`src/rtl/reorder_buffer.sv`:
```
// -----------------------------------------------------------------------------
// reorder_buffer
//   Circular in-order reorder buffer sitting between dispatch and the retire
//   stage. One entry is allocated per cycle at the tail, one CDB broadcast per
//   cycle marks an entry complete, and the head entry is presented every cycle
//   as a flat ROB_IR_PACKET. A retiring taken branch squashes the whole buffer;
//   a retiring halt freezes retire and dispatch until reset.
//
//   Optional feature macro: ROB_STALL_CNT_EN
//     defined   -> adds output stall_full_cycles, a saturating count of cycles
//                  with dispatch_en && full (cleared only by reset_n).
//     undefined -> port and counter are absent.
//
// Ports
//   clock, reset_n            core clock / asynchronous active-low reset
//   dispatch_*                allocation request and entry payload
//   dispatch_idx              entry index handed to this cycle's dispatch (tail)
//   full, empty               occupancy flags decoded from the registered count
//   cdb_*                     completion broadcast for one entry
//   rob_ir_packet             head entry, MSB..LSB:
//                             {retire_en, retire_t, retire_t_old, dest_reg_idx,
//                              result, rs2_value, NPC, take_branch, wr_mem, halt}
//   flush                     a taken branch retires this cycle
//   stall_full_cycles         (ROB_STALL_CNT_EN only) full-stall cycle count
// -----------------------------------------------------------------------------
module reorder_buffer #(
    parameter  int ROB_SZ      = 32,
    parameter  int PHYS_REG_SZ = 64,
    parameter  int XLEN        = 32,
    localparam int PRW         = $clog2(PHYS_REG_SZ),
    localparam int IW          = $clog2(ROB_SZ),
    localparam int PKT_W       = 1 + 2 * PRW + 5 + 3 * XLEN + 3
) (
    input  logic             clock,
    input  logic             reset_n,
    input  logic             dispatch_en,
    input  logic [PRW-1:0]   dispatch_t,
    input  logic [PRW-1:0]   dispatch_t_old,
    input  logic [4:0]       dispatch_dest_idx,
    input  logic [XLEN-1:0]  dispatch_NPC,
    input  logic             dispatch_wr_mem,
    input  logic             dispatch_halt,
    output logic [IW-1:0]    dispatch_idx,
    output logic             full,
    output logic             empty,
    input  logic             cdb_en,
    input  logic [IW-1:0]    cdb_rob_idx,
    input  logic [XLEN-1:0]  cdb_result,
    input  logic [XLEN-1:0]  cdb_rs2_value,
    input  logic             cdb_take_branch,
    output logic [PKT_W-1:0] rob_ir_packet,
    output logic             flush
`ifdef ROB_STALL_CNT_EN
    ,
    output logic [31:0]      stall_full_cycles
`endif
);

    // Per-entry status and pointers
    logic [ROB_SZ-1:0] valid_q, valid_d;
    logic [ROB_SZ-1:0] complete_q, complete_d;
    logic [IW-1:0]     head_q, head_d;
    logic [IW-1:0]     tail_q, tail_d;
    logic [IW:0]       count_q, count_d;
    logic              halted_q, halted_d;

    // Per-entry payload (qualified by valid/complete, so no reset needed)
    logic [PRW-1:0]  ent_t_q      [ROB_SZ];
    logic [PRW-1:0]  ent_t_old_q  [ROB_SZ];
    logic [4:0]      ent_dest_q   [ROB_SZ];
    logic [XLEN-1:0] ent_npc_q    [ROB_SZ];
    logic            ent_wr_mem_q [ROB_SZ];
    logic            ent_halt_q   [ROB_SZ];
    logic [XLEN-1:0] ent_result_q [ROB_SZ];
    logic [XLEN-1:0] ent_rs2_q    [ROB_SZ];
    logic            ent_tb_q     [ROB_SZ];

    logic accept_s;
    logic retire_en_s;
    logic flush_s;
    logic cdb_hit_s;

    assign full         = (count_q == ROB_SZ[IW:0]);
    assign empty        = (count_q == {(IW + 1){1'b0}});
    assign dispatch_idx = tail_q;

    // Retire is a pure decode of registered state, so a CDB write to the head
    // only becomes retirable on the following cycle.
    assign retire_en_s = valid_q[head_q] & complete_q[head_q] & ~halted_q;
    assign flush_s     = retire_en_s & ent_tb_q[head_q];
    assign flush       = flush_s;
    // full is the registered flag: a same-cycle retire never frees the slot early.
    assign accept_s    = dispatch_en & ~full & ~flush_s & ~halted_q;
    assign cdb_hit_s   = cdb_en & valid_q[cdb_rob_idx];

    assign rob_ir_packet = {retire_en_s,
                            ent_t_q[head_q],
                            ent_t_old_q[head_q],
                            ent_dest_q[head_q],
                            ent_result_q[head_q],
                            ent_rs2_q[head_q],
                            ent_npc_q[head_q],
                            ent_tb_q[head_q],
                            ent_wr_mem_q[head_q],
                            ent_halt_q[head_q]};

    // Next-state for status bits, pointers, occupancy and the halt latch
    always_comb begin
        valid_d    = valid_q;
        complete_d = complete_q;
        head_d     = head_q;
        tail_d     = tail_q;
        count_d    = count_q;
        halted_d   = halted_q | (retire_en_s & ent_halt_q[head_q]);
        if (flush_s) begin
            // Squash discards this cycle's dispatch and CDB write as well.
            valid_d    = {ROB_SZ{1'b0}};
            complete_d = {ROB_SZ{1'b0}};
            head_d     = {IW{1'b0}};
            tail_d     = {IW{1'b0}};
            count_d    = {(IW + 1){1'b0}};
        end else begin
            if (retire_en_s) begin
                valid_d[head_q] = 1'b0;
                head_d          = head_q + {{(IW - 1){1'b0}}, 1'b1};
            end else begin
                head_d = head_q;
            end
            if (cdb_hit_s) begin
                complete_d[cdb_rob_idx] = 1'b1;
            end else begin
                complete_d = complete_d;
            end
            // The tail slot is never valid here, so the CDB cannot collide with it.
            if (accept_s) begin
                valid_d[tail_q]    = 1'b1;
                complete_d[tail_q] = 1'b0;
                tail_d             = tail_q + {{(IW - 1){1'b0}}, 1'b1};
            end else begin
                tail_d = tail_q;
            end
            count_d = count_q + {{IW{1'b0}}, accept_s} - {{IW{1'b0}}, retire_en_s};
        end
    end

    // Status and pointer registers
    always_ff @(posedge clock or negedge reset_n) begin
        if (!reset_n) begin
            valid_q    <= {ROB_SZ{1'b0}};
            complete_q <= {ROB_SZ{1'b0}};
            head_q     <= {IW{1'b0}};
            tail_q     <= {IW{1'b0}};
            count_q    <= {(IW + 1){1'b0}};
            halted_q   <= 1'b0;
        end else begin
            valid_q    <= valid_d;
            complete_q <= complete_d;
            head_q     <= head_d;
            tail_q     <= tail_d;
            count_q    <= count_d;
            halted_q   <= halted_d;
        end
    end

    // Payload storage: dispatch fields at allocation, completion fields from the CDB
    always_ff @(posedge clock) begin
        if (accept_s) begin
            ent_t_q[tail_q]      <= dispatch_t;
            ent_t_old_q[tail_q]  <= dispatch_t_old;
            ent_dest_q[tail_q]   <= dispatch_dest_idx;
            ent_npc_q[tail_q]    <= dispatch_NPC;
            ent_wr_mem_q[tail_q] <= dispatch_wr_mem;
            ent_halt_q[tail_q]   <= dispatch_halt;
        end
        if (cdb_hit_s && !flush_s) begin
            ent_result_q[cdb_rob_idx] <= cdb_result;
            ent_rs2_q[cdb_rob_idx]    <= cdb_rs2_value;
            ent_tb_q[cdb_rob_idx]     <= cdb_take_branch;
        end
    end

`ifdef ROB_STALL_CNT_EN
    logic [31:0] stall_q, stall_d;

    // Saturating count of cycles where dispatch is blocked by a full buffer
    always_comb begin
        stall_d = stall_q;
        if (dispatch_en && full && (stall_q != 32'hFFFF_FFFF)) begin
            stall_d = stall_q + 32'd1;
        end else begin
            stall_d = stall_q;
        end
    end

    // Stall counter register; flush deliberately leaves it alone
    always_ff @(posedge clock or negedge reset_n) begin
        if (!reset_n) begin
            stall_q <= 32'd0;
        end else begin
            stall_q <= stall_d;
        end
    end

    assign stall_full_cycles = stall_q;
`endif

endmodule

```
`config.mk`:
```
export PLATFORM = sky130hd
export DESIGN_NAME = reorder_buffer
export DESIGN_NICKNAME = d
export VERILOG_FILES = /design/src/rtl/reorder_buffer.sv
export SDC_FILE = /design/constraint.sdc
export NUM_CORES = 2
export LEC_CHECK = 0
export CAP_MARGIN = 25
export CORE_MARGIN = 8
export CORE_UTILIZATION = 25
export DETAILED_ROUTE_END_ITERATION = 10
export GPL_ROUTABILITY_DRIVEN = 0
export PLACE_DENSITY_LB_ADDON = 0.3
export SETUP_SLACK_MARGIN = 0.5
export SYNTH_ARGS = -nofsm -noshare
export SYNTH_HDL_FRONTEND = slang
export SYNTH_SLANG_ARGS = --single-unit
```
`constraint.sdc`:
```
create_clock -name clock -period 8.6 [get_ports clock]
set_input_delay 1.72 -clock clock [delete_from_list [all_inputs] [get_ports clock]]
set_output_delay 1.72 -clock clock [all_outputs]
set_load 0.01 [all_outputs]
```
==> impl_summary.txt <==
----------------------------------------------------
[Setup path]
  Critical path depth ... 8
  Required time of the critical path ... 6880 ps
  Logic depth of the worst register-to-register path ... 11
  Start-to-end type of the worst setup path ... flop to primary output
  Cell breakdown of the critical path ... mux2_2 -> o22ai_1 -> or4_1 -> or2_1 -> inv_2 -> nand3_4 -> inv_4 -> clkdlybuf4s50_1
  Top cell family by delay on the critical path ... buffers and inverters
  Largest stage delay on the critical path ... 1080 ps
  Origin of the worst setup path ... head_q[0]
  Slack of the worst reg-to-reg path ... 2140 ps
  Biggest fanout along the worst timing path ... 55
  FF-to-FF End ... ent_npc_q[25][20]
  Worst reg2reg path startpoint ... head_q[0]
  Kind of end point of the critical path ... primary output
  Cell with the largest stage delay on the worst path ... dfrtp_4
  Critical path capture point ... flush
  Arrival time of data at the critical path endpoint ... 5530 ps
  Sum of buffers and inverters on the critical path ... 3
  Crit path launch type ... flop

[Clocking]
  TritonCTS clock tree ... built
  Sink count of the clock tree ... 3793
  Deepest clock path buffer count ... 4
  TritonCTS Buffers ... 390
  Cells resized by post-CTS repair ... 0
  H-tree levels ... 5
  Number of buffers inserted to repair setup after CTS ... 0
  Clock latency reported for the late side of the worst-skew pair ... 980 ps
  Library cell used as clock root buffer ... clkbuf_16
  Clk slew on worst S/H paths ... 60 ps
  Cts hold-fix bufs ... 0

[Logic synthesis]
  Synth Register Bits ... 3793
  Async S/R FF share, synth ... 2.14%
  Fraction of the yosys area taken by sequential cells ... 79.0%
  Average footprint of a synthesized cell ... 23.2 µm²
  Synth warn ... 0
  EDFF count, synth ... 3712
  Flip-flop cell with the highest count after synthesis ... edfxtp_1
  Post-synthesis instance total ... 6199
  Net count after synthesis ... 6342
  Distinct cell type count of the synthesized netlist ... 63
  Post-Syn Area ... 144000 µm²

[Floorplanning]
  Chip Width ... 774 µm
  Core region area ... 573000 µm²
  Initial cell density of the core ... 25.1%
  I/O pin total ... 250
  FP Rows ... 278
  Die H ... 774 µm
  Die Area ... 599000 µm²

[Power]
  Power Density ... 295 nW/µm²
  Total net switching power ... 0.0144 W
  Switching Fraction ... 28.8%
  Internal power of the cells ... 0.0356 W
  Part of the power in combinational logic ... 25.2%
  P_leak ... 50.5 nW
  Sequential share of power ... 42.0%
  Maximum resistive drop on vdd ... 0.000330 V
  Relative contribution of the clock network to total power ... 32.8%

[GRT]
  Met1 track demand over resource in global routing ... 18.0%
  First-pass GRT wire length ... 589 mm
  Total grt overflow ... 0
  Global-route track usage on met3 ... 2.38%
  Vias in the first global route ... 71.8k
  Total routing usage reported by global routing ... 13.7%
  Global-route layer with the greatest usage ... met2
  Largest net degree at the start of global routing ... 151
  Initial antenna violation count ... 75
  Met2 capacity usage during global routing ... 23.8%

[Cells and area]
  Final cell utilization of the core ... 29.6%
  Ratio of cells with drive above 1 in the final layout ... 25.1%
  P&R area growth vs syn ... 18.2%
  Layout Nets ... 6822

[Place]
  Post-placement setup slack ... 2030 ps
  Count of input and output buffers ... 249
  Detailed placer's ending HPWL ... 212 mm

[Route]
  Final wirelength ... 426 mm
  Post-DR vias/cell ... 4.78
  WL/cell ... 29.3 µm
  Overall via count from detail_route ... 69.6k
  Number of detailed-route iterations in the first pass ... 7
  Remaining number of nets flagged by the antenna check after routing ... 0
  Residual DRC count ... 0
  Number of DRC markers after the initial detailed-route iteration ... 7120

[STA]
  Fmax ... 138 MHz
  Layout Skew ... 97.1 ps
  Post-route setup TNS ... 0 ps
  Final period demand of the worst path ... 7250 ps
  Worst slew margin relative to its limit ... 26.5%
  RSZ-0062 raised after global routing ... no
  Count of endpoints failing hold in the final timing report ... 0
  Final setup slack of the worst path ... 1350 ps
  Final slew viol count ... 0
  Tightest Pin Transition ... 1100 ps
  Final clock period utilization by the worst path ... 84.3%
  Total of endpoints with negative setup slack in the final report ... 0

[Run status]
  Status ... completed

[Job]
  Max-capacitance violation count ... 0

[Worst hold path]
  Class of the tightest hold or removal check ... flop to flop

----------------------------------------------------
==> cells in the mapped netlist (22+ instances only) <==
cell type | n | area (µm²)
o22ai_1 | 22 | 138
o31ai_1 | 35 | 263
a22oi_1 | 462 | 3470
nor2_1 | 68 | 255
nand4_1 | 122 | 763
nand2_1 | 52 | 195
mux4_2 | 924 | 20800
dfrtp_1 | 81 | 2030
nand3_1 | 38 | 190
a21oi_1 | 39 | 195
inv_1 | 29 | 109
edfxtp_1 | 3712 | 111000
mux2i_1 | 42 | 420
clkbuf_1 | 228 | 856
nor3_1 | 28 | 140
and3_1 | 23 | 144
buf_2 | 109 | 546
==> layer usage <==
metal / share of wire (%) / vias up
li1: - / 27900
met3: 5.8 / 647
met2: 51 / 2244
met1: 42 / 38800
met4: 2.0 / 42
met5: 0.063 / -
==> cell usage in the layout, fill, tap and decap left out, types with 79 or more instances in the layout <==
cell,count
mux4_2,924
buf_4,111
clkbuf_1,79
a22oi_1,462
nand4_1,122
clkinv_1,107
dfrtp_1,79
edfxtp_1,3712
clkdlybuf4s50_1,248
clkbuf_16,414
==> flip-flops by register name (all words and copies together) (netlist names) <==
signal	cells
ent_npc_q	1024
ent_t_q	192
head_q	5
ent_dest_q	160
halted_q	1
ent_rs2_q	1024
valid_q	32
ent_wr_mem_q	32
ent_result_q	1024
complete_q	32
dispatch_idx	5
ent_tb_q	32
ent_halt_q	32
ent_t_old_q	192
count_q	6
==> worst reg2reg max path: cells and delay by family, from the launching register on <==
| family | cells | cell delay [ps] |
|---|---|---|
| AOI/OAI and AO/OA | 1 | 340 |
| muxes | 1 | 430 |
| buffers and inverters | 5 | 2230 |
| DFF | 1 | 1080 |
| and+or+nand+nor | 4 | 1850 |
==> worst min-delay path by stage <==
stage | slack (ps) | cells past startpoint | endpoint | start
global route | 530 | 1 | complete_q[17] | complete_q[17]
global placement | 500 | 1 | complete_q[18] | complete_q[18]
floorplan | 470 | 1 | halted_q | halted_q
CTS | 530 | 1 | complete_q[22] | complete_q[22]
finish | 520 | 1 | complete_q[17] | complete_q[17]
detailed placement | 510 | 1 | complete_q[8] | complete_q[8]
==> cell type report <==
cell class	count	area (µm²)
repair buffers	460	5530
fillers	55100	403000
clock inverters	229	1980
flip-flops and latches	3793	114000
multi-input cells	2003	28900
well taps	7560	9460
diodes	10	25.0
clock buffers	478	10300
inverters	31	129
==> cells by family (layout without fill, tap and decap cells) <==
group | count (synthesis) | after routing | share of synthesized area [%]
compound gates | 613 | 613 | 3.18
xor+xnor | 7 | 7 | 0.0427
fa+ha+maj | 18 | 18 | 0.162
buf+inv | 403 | 1198 | 1.22
flops | 3793 | 3793 | 79.0
mux | 984 | 984 | 14.9
other cells | 0 | 10 | 0
simple gates | 381 | 381 | 1.46
==> through the flow <==
step / cells / hold WS [ps] / total power (W) / area (µm²)
final: 14600 / 520 / 0.0500 / 170000
after global routing: 14600 / 533 / 0.0520 / 170000
after CTS: 14500 / 525 / 0.0508 / 169000
after detailed placement: 13800 / 511 / 0.0343 / 156000
after global placement: 13800 / 504 / 0.0342 / 156000
after floorplan: 6199 / 473 / 0.0291 / 144000
==> power groups by stage <==
stage          sequential, W  clock [W]  combinational [W]
2_1_floorplan         0.0212          0            0.00783
3_3_place_gp          0.0214          0             0.0128
3_5_place_dp          0.0214          0             0.0129
4_1_cts               0.0210     0.0168             0.0130
5_1_grt               0.0211     0.0175             0.0135
6_report              0.0210     0.0164             0.0126
Power figures use the tool's default switching activity.
